**src/rtl/seg7_scan_scheduler.sv**
```systemverilog
// seg7_scan_scheduler: scans four hex slots onto one seg7 decoder with blanking gaps
// and frame-aligned commit of shadow digit registers to the displayed set.
module seg7_scan_scheduler #(
    parameter logic [23:0] DWELL_CYCLES = 24'd10,
    parameter logic [23:0] BLANK_CYCLES = 24'd2
) (
    input  logic       clk,
    input  logic       rst_n,
    input  logic       ena,
    input  logic       wr_valid,
    output logic       wr_ready,
    input  logic [1:0] wr_addr,
    input  logic [3:0] wr_data,
    input  logic       wr_blank,
    input  logic       commit,
    output logic       commit_pending,
    output logic [3:0] digit_code,
    output logic       digit_blank,
    output logic [3:0] digit_sel,
    output logic       frame_start
);
    typedef enum logic [1:0] {IDLE, BLANK, SHOW} state_t;

    state_t      state, state_nx;
    logic [1:0]  idx, idx_nx;
    logic [23:0] cnt, cnt_nx;
    logic        frame_nx, apply, pending_nx;
    logic [3:0]  shadow [4];
    logic [3:0]  active [4];
    logic [3:0]  shadow_blank, active_blank;

    always_comb begin
        state_nx = state;
        idx_nx   = idx;
        cnt_nx   = cnt + 24'd1;
        frame_nx = 1'b0;
        if (!ena) begin
            state_nx = IDLE;
            idx_nx   = 2'd0;
            cnt_nx   = 24'd0;
        end else begin
            case (state)
                IDLE: begin
                    state_nx = BLANK;
                    idx_nx   = 2'd0;
                    cnt_nx   = 24'd0;
                    frame_nx = 1'b1;
                end
                BLANK: if (cnt == BLANK_CYCLES - 24'd1) begin
                    state_nx = SHOW;
                    cnt_nx   = 24'd0;
                end
                SHOW: if (cnt == DWELL_CYCLES - 24'd1) begin
                    state_nx = BLANK;
                    cnt_nx   = 24'd0;
                    idx_nx   = idx + 2'd1;
                    frame_nx = (idx == 2'd3);
                end
                default: begin
                    state_nx = IDLE;
                    idx_nx   = 2'd0;
                    cnt_nx   = 24'd0;
                end
            endcase
        end
    end

    // A pending commit lands only where no frame is mid-display: on a frame start or while idle.
    assign apply      = commit_pending && (state == IDLE || frame_nx);
    assign pending_nx = apply ? 1'b0 : (commit_pending || commit);

    always_ff @(posedge clk) begin
        if (!rst_n) begin
            state          <= IDLE;
            idx            <= 2'd0;
            cnt            <= 24'd0;
            for (int i = 0; i < 4; i++) begin
                shadow[i] <= 4'd0;
                active[i] <= 4'd0;
            end
            shadow_blank   <= 4'b1111;
            active_blank   <= 4'b1111;
            commit_pending <= 1'b0;
            wr_ready       <= 1'b1;
            digit_sel      <= 4'd0;
            digit_code     <= 4'd0;
            digit_blank    <= 1'b1;
            frame_start    <= 1'b0;
        end else begin
            state          <= state_nx;
            idx            <= idx_nx;
            cnt            <= cnt_nx;
            if (wr_valid && wr_ready) begin
                shadow[wr_addr]       <= wr_data;
                shadow_blank[wr_addr] <= wr_blank;
            end
            if (apply) begin
                for (int i = 0; i < 4; i++) active[i] <= shadow[i];
                active_blank <= shadow_blank;
            end
            commit_pending <= pending_nx;
            wr_ready       <= !pending_nx;
            digit_sel      <= (state_nx == SHOW) ? 4'b0001 << idx_nx : 4'd0;
            digit_code     <= (state_nx == SHOW) ? active[idx_nx] : 4'd0;
            digit_blank    <= (state_nx == SHOW) ? active_blank[idx_nx] : 1'b1;
            frame_start    <= frame_nx;
        end
    end
endmodule

```
**config.mk**
```make
export PLATFORM = sky130hd
export DESIGN_NAME = seg7_scan_scheduler
export DESIGN_NICKNAME = d
export VERILOG_FILES = /design/src/rtl/seg7_scan_scheduler.sv
export SDC_FILE = /design/constraint.sdc
export NUM_CORES = 1
export LEC_CHECK = 0
export CORE_MARGIN = 5
export CORE_UTILIZATION = 40
export DETAILED_ROUTE_END_ITERATION = 7
export GPL_TIMING_DRIVEN = 0
export PLACE_DENSITY = 0.64
export SKIP_CTS_REPAIR_TIMING = 1
export SYNTH_ARGS = -nofsm -noshare
export SYNTH_HDL_FRONTEND = slang
export SYNTH_SLANG_ARGS = --single-unit
export TNS_END_PERCENT = 10
```
**constraint.sdc**
```tcl
create_clock -name clk -period 5.55 [get_ports clk]
set_clock_uncertainty 0.15 [all_clocks]
set_input_delay 1.11 -clock clk [delete_from_list [all_inputs] [get_ports clk]]
set_output_delay 1.11 -clock clk [all_outputs]
set_load 0.005 [all_outputs]
```
==> summary.md, run 1 <==
| Metric | Value |
|---|---|
| Status | `completed` |
| Initial core utilization | `0.410` |
| Port Buffer Count | `22` |
| Final hold vios | `0` |
| Critical path type | `in -> reg` |
| Slowest Stage Delay on Critical Path | `0.48 ns` |
| Cells after Synth | `roughly 330` |
| CP max FO | `18` |
| Setup tns final | `0 ns` |
| R2R cell count | `7` |
| Clk sink count | `80` |
| CP Cell Sequence | `clkdlybuf4s50_1 > a41o_1 > nand2_1 > nand2_1 > or2_2` |
| Worst-skew pair later-pin latency | `0.36 ns` |
| Post-DR wirelength/cell | `13.4 um` |
| Hold path endpoint | `shadow_blank[3]$_SDFFE_PN1P_` |
| Number of global-route vias before repair | `about 2300` |
| Share of cells above drive strength 1 | `0.122` |
| Crit path max-delay cell type | `clkdlybuf4s50_1` |
| Area Overhead vs Synth | `16.6%` |
| Fmax | `342 MHz` |
| Core footprint | `0.00868 mm^2` |
| First-pass GRT wire length | `11100 um` |
| Antenna-violating nets left | `0` |
| Register area share after synthesis | `0.540` |
| Tmin final | `between 2 and 3 ns` |
| Psw | `0.269 mW` |
| Fin worst setup slack | `2.63 ns` |
| Static Leak | `1.51 nW` |
| Number of synthesized flops with an enable pin | `32` |
| Peak VDD IR | `approximately 0.13 mV` |
| Hold Crit Start | `shadow_blank[3]$_SDFFE_PN1P_` |
| Period utilization | `0.527` |
| Reg2reg setup slack | `2.77 ns` |
| Part of the power in the clock network | `0.422` |
| Worst r2r dst | `active[1][2]$_SDFFCE_PN0P_` |
| Clock buffer depth | `2` |
| MaxCap Viol Count | `0` |
| Worst Path Arrival | `3.03 ns` |
| Rows | `34` |
| Synth warn | `0` |
| DRC errors left | `0` |
| WP buf/inv | `1` |
| Final nets | `383` |
| Initial antenna violation count | `0` |
| Full die area | `0.0109 mm^2` |
| Crit end category | `register` |
| Top delay family on crit path | `simple AND/OR/NAND/NOR gates` |
| Switch share | `0.227` |
| # fillers | `817` |
| Internal power | `0.914 mW` |
| Most used flip-flop cell after synthesis | `dfxtp_1` |
| Die Width | `104 um` |
| DRT iter0 DRCs | `~50` |
| H-tree levels | `3` |
| RePlAce Congestion | `0.834` |
| Async set or reset register ratio after synthesis | `0` |
| Type of the worst min-delay path | `reg -> reg` |
| Pwr dens | `285 mW/mm^2` |
| Mean Syn Cell Area | `10.7 um^2` |
| Critical Path RT | `5.65 ns` |
| # setup viols final | `0` |
| First-pass DRT Iterations | `4` |
| Worst slew margin | `0.520` |
| Overall Global Routing Usage | `0.125` |
| Largest net degree at the start of global routing | `19` |
| CP most frequent cell | `nand2_1` |
| Worst-Margin Slew | `0.718 ns` |
| Vias/cell | `5.00` |
| Mapped cell area | `0.00356 mm^2` |
| Seq pwr share | `0.538` |
| Post-synthesis cell type count | `between 50 and 60` |
| Vias | `about 2400` |
| Grt total ovfl | `0` |
| Ports | `24` |
| CP Depth | `5` |
| WL final | `6390 um` |
| Reg-to-Reg Start | `cnt[0]$_SDFF_PN0_` |
| Place WS | `2.25 ns` |
| Antenna fix cells | `0` |
| Root buffer selected by CTS | `clkbuf_8` |
| Hold Crit Depth | `2` |
| Final Max Tran Viols | `0` |
| DP Wirelength | `4690 um` |
| CTS tree | `built` |
| Clk slew on worst S/H paths | `0.09 ns` |
| Syn_nets | `350` |
| Post-synthesis register bit count | `80` |
| RSZ-0062 raised after global routing | `false` |
| Die Height | `104 um` |
| CTS buffer count | `9` |
| Startpoint types | `primary input` |
| Comb power frac | `0.040` |
## power by group through the flow
stage / Combinational, mW / Clock [mW] / Sequential [mW]
after floorplan: 0.0283 / 0 / 0.648
after global placement: 0.0473 / 0 / 0.649
after detailed placement: 0.0480 / 0 / 0.650
after CTS: 0.0483 / 0.514 / 0.636
after global routing: 0.0531 / 0.549 / 0.638
final: 0.0477 / 0.499 / 0.636
## worst register-to-register path, stage by stage, from the launching register on
cell	delay (ns)
dfxtp_1	0.40
ha_1	0.18
nor4b_1	0.25
nand4_1	0.17
nor3_2	0.20
a41o_1	0.34
nand2_1	0.17
nand2_1	0.58
## kinds of logic (layout without fill, tap and decap cells)
kind of cell	count (synthesis)	in the layout	share of synthesized area
and+or+nand+nor	156	156	0.238
DFF	80	80	0.540
AOI/OAI and AO/OA	31	31	0.0679
xor gates and xnor gates	20	20	0.0493
buffers and inverters	20	58	0.0285
muxes	17	17	0.0510
adders and majority gates	7	7	0.0246
## flip-flops by register name, indices dropped and copies added, names as in the netlist, 4 cells and up
signal        count
digit_sel         4
active_blank      4
shadow_blank      4
shadow           16
cnt              24
active           16
digit_code        4
## layer usage
layer	track usage	up-vias	part of all wire
li1	-	1222	-
met1	0.171	1117	0.49
met2	0.183	34	0.45
met3	0.0317	11	0.033
met4	0.0638	0	0.023
met5	0	-	0
## how the worst max path moves through the flow
stage | startpoint | endpoint | slack [ns]
after detailed placement | ena | wr_ready$_SDFF_PN1_ | 2.25
after global placement | ena | wr_ready$_SDFF_PN1_ | 2.26
final | ena | wr_ready$_SDFF_PN1_ | 2.63
after CTS | ena | wr_ready$_SDFF_PN1_ | 2.64
after floorplan | rst_n | digit_blank$_SDFF_PN1_ | 2.98
after global routing | cnt[9]$_SDFF_PN0_ | active[2][3]$_SDFFCE_PN0P_ | 2.46
## metrics by stage
stage | cell area, um^2 | utilization | power, mW | hold WS, ns | cells
floorplan | 3560 | - | 0.676 | 0.295 | 331
global placement | 3910 | 0.451 | 0.696 | 0.314 | 461
detailed placement | 3910 | 0.451 | 0.698 | 0.316 | 461
CTS | 4150 | 0.478 | 1.20 | 0.341 | 477
global route | 4150 | 0.478 | 1.24 | 0.375 | 477
finish | 4150 | 0.478 | 1.18 | 0.334 | 477
## synth_stat cells (4+ instances only)
library cell | n | share of area
edfxtp_1 | 32 | 0.27
mux2i_1 | 11 | 0.031
nand4_1 | 5 | 0.0088
inv_1 | 10 | 0.011
nor2_1 | 51 | 0.054
ha_1 | 7 | 0.025
nand3_1 | 12 | 0.017
a21oi_1 | 10 | 0.014
dfxtp_1 | 48 | 0.27
and2_1 | 18 | 0.032
a211oi_2 | 4 | 0.014
and3_1 | 8 | 0.014
xnor2_1 | 6 | 0.015
nand2_1 | 31 | 0.033
xor2_1 | 14 | 0.034
o21ai_0 | 6 | 0.0084
## cell type report
cell class                 instances  area [um^2]  share of cell area
clock buffer                       9          124              0.0299
sequential                        80         1920               0.464
buffer                             9         60.1              0.0145
tap                              108          135              0.0326
clock inverter                     7          110              0.0266
inverter                          11         41.3             0.00996
multi-input combinational        231         1530               0.370
timing repair buffer              22          220              0.0531
## layout by cell type, fill, tap and decap left out, drive strengths merged, types with 7 or more instances in the layout
cell	Yosys	final
o21ai	7	7
nand3	12	12
ha	7	7
nand2	31	31
clkbuf	3	12
a21oi	11	11
nor2	51	51
dfxtp	48	48
xor2	14	14
and3	8	8
edfxtp	32	32
clkdlybuf4s50	0	22
inv	10	14
mux2i	11	11
and2	18	18
Note: power is estimated with default switching activity, not from simulation.
==> run 2, diff against run 1 <==
- PLACE_DENSITY: 0.64 -> 0.66
- clock period: 5.55 -> 2.4 ns (I/O delays scaled with it)
==> run 2 against run 1 <==
The run now ends with negative setup slack left; core utilization up 1.4 points; first-iteration DRC count grew to 2.9 times the previous value; non-clock buffer count grew 3; sequential power increased by 130%; die area unchanged; global-route usage fell by 0.37 points.
==> summary.md, run 2 (same netlist as run 1, synthesis figures left out) <==
| Metric | Value |
|---|---|
| Area of the multi-input gates | `approximately 0.0017 mm^2` |
| Port Buffer Count | `22` |
| CP most frequent cell | `or2_1` |
| Comb power frac | `0.045` |
| Worst-skew pair later-pin latency | `0.36 ns` |
| CP Cell Sequence | `inv_2 > ha_4 > nor4b_4 > nand4_4 > nor2_4 > mux2_4 > a311o_1 > or2_1 > buf_6 > or2_1` |
| Fmax | `403 MHz` |
| Initial antenna violation count | `0` |
| RSZ-0062 raised after global routing | `true` |
| # fillers | `815` |
| CTS buffer count | `9` |
| Largest register FFs | `24` |
| Worst-Margin Slew | `approximately 0.66 ns` |
| Full die area | `0.0109 mm^2` |
| Antenna-violating nets left | `0` |
| WP buf/inv | `2` |
| Peak VDD IR | `0.242 mV` |
| Share of cells above drive strength 1 | `0.184` |
| Storage cell area | `between 0.0015 and 0.002 mm^2` |
| Static Leak | `1.58 nW` |
| H-tree levels | `3` |
| Die Height | `104 um` |
| CTS tree | `built` |
| Critical Path RT | `2.50 ns` |
| Period utilization | `1.03` |
| Most common cell after layout, fill and taps aside | `nor2_1` |
| DRC errors left | `0` |
| Root buffer selected by CTS | `clkbuf_8` |
| DP Wirelength | `4640 um` |
| Largest net degree at the start of global routing | `19` |
| Crit end category | `register` |
| # setup viols final | `7` |
| Critical path type | `reg -> reg` |
| Part of the power in the clock network | `0.397` |
| First-pass DRT Iterations | `4` |
| CP max FO | `9` |
| Tmin final | `2.48 ns` |
| Final core occ | `0.492` |
| Core footprint | `between 0.008 and 0.009 mm^2` |
| Area Overhead vs Synth | `20.1%` |
| Biggest regs | `cnt (24), active (16), shadow (16)` |
| Status | `finished with violations` |
| Startpoint types | `register` |
| Fin worst setup slack | `-0.0830 ns` |
| WL final | `6650 um` |
| Final Max Tran Viols | `0` |
| Violated checks | `negative setup slack` |
| Slowest Stage Delay on Critical Path | `0.35 ns` |
| Ports | `24` |
| Grt total ovfl | `0` |
| Post-DR wirelength/cell | `13.8 um` |
| Rows | `34` |
| Worst slew margin | `0.561` |
| Psw | `0.631 mW` |
| Type of the worst min-delay path | `reg -> reg` |
| Vias | `2452` |
| Overall Global Routing Usage | `0.122` |
| Final Cell Area | `0.00427 mm^2` |
| Pwr dens | `618 mW/mm^2` |
| Most flops, register | `cnt` |
| Final nets | `388` |
| Initial core utilization | `0.410` |
| Switch share | `0.239` |
| Placement Cell Area | `0.00394 mm^2` |
| Final hold vios | `0` |
| Crit path max-delay cell type | `dfxtp_2` |
| Clk slew on worst S/H paths | `0.09 ns` |
| Die Width | `104 um` |
| Worst Path Arrival | `2.59 ns` |
| Vias/cell | `5.09` |
| Commonest cells after routing, fill and taps aside | `50 x nor2_1, 43 x dfxtp_1, 32 x edfxtp_1` |
| Internal power | `2.01 mW` |
| MaxCap Viol Count | `0` |
| DRT iter0 DRCs | `149` |
| Clk sink count | `80` |
| Antenna fix cells | `0` |
| First-pass GRT wire length | `roughly 11000 um` |
| Clock buffer depth | `2` |
| Overall power | `about 2.6 mW` |
| Top delay family on crit path | `simple AND/OR/NAND/NOR gates` |
| Seq pwr share | `0.558` |
| Number of global-route vias before repair | `between 2000 and 2500` |
| RePlAce Congestion | `about 0.78` |
[run 2: cell types whose count changed in the layout (fill, tap and decap cells not counted), moves of 2 or more]
cell	delta
nor4_4	+3
dfxtp_2	+4
inv_8	-2
dfxtp_1	-5
inv_6	+2
nor4_2	-3
nand2_2	+5
buf_4	+3
nand2_1	-4
[run 2: final timing paths]
kind	start	end	slack (ns)	cells after the start
hold reg to reg	cnt[0]$_SDFF_PN0_	cnt[0]$_SDFF_PN0_	0.31	1
setup reg to reg	cnt[1]$_SDFF_PN0_	digit_blank$_SDFF_PN1_	-0.08	10
hold / removal	cnt[0]$_SDFF_PN0_	cnt[0]$_SDFF_PN0_	0.31	1
setup / recovery	cnt[1]$_SDFF_PN0_	digit_blank$_SDFF_PN1_	-0.08	10
[run 2: per-stage QoR]
stage	setup slack, ns	std cells	setup TNS [ns]	hold slack (ns)
2_1_floorplan	-0.0253	331	-0.0253	0.273
3_3_place_gp	-0.376	461	-7.69	0.292
3_5_place_dp	-0.430	461	-9.61	0.292
4_1_cts	-0.448	477	-10.28	0.303
5_1_grt	-0.198	482	-1.65	0.330
6_report	-0.0830	482	-0.195	0.310
[run 2: worst reg2reg max path, delay by kind of cell (launching register included)]
family,cells,cell delay (ns)
AND/OR/NAND/NOR,5,0.98
flip-flops,1,0.35
multiplexers,1,0.30
AO/OA/AOI/OAI,1,0.27
buffers and inverters,2,0.21
adder cells (fa/ha/maj),1,0.12
[run 2: metal layers]
layer  wire length [um]  track usage
met4                105       0.0453
met3                254       0.0366
met1               3140        0.163
met5                  0            0
met2               3150        0.185
[run 2: area by class of cell]
| cell class | instances | area share |
|---|---|---|
| sequential | 80 | 0.452 |
| multi-input combinational | 233 | 0.387 |
| buffer | 9 | 0.0144 |
| clock inverter | 7 | 0.0196 |
| inverter | 11 | 0.00967 |
| timing repair buffer | 25 | 0.0569 |
| tap | 108 | 0.0317 |
| clock buffer | 9 | 0.0290 |
[run 2: power groups by stage]
stage / clock network (mW) / logic, mW / registers, mW
after global placement: 0 / 0.110 / 1.50
after detailed placement: 0 / 0.112 / 1.50
after floorplan: 0 / 0.0657 / 1.50
final: 1.05 / 0.120 / 1.47
after CTS: 1.06 / 0.112 / 1.47
after global routing: 1.13 / 0.134 / 1.48
==> run 3, diff against run 2 <==
- TNS_END_PERCENT: 10 -> 5
==> results of run 3 <==
No change in the layout: final DEF, timing and power equal those of run 2.
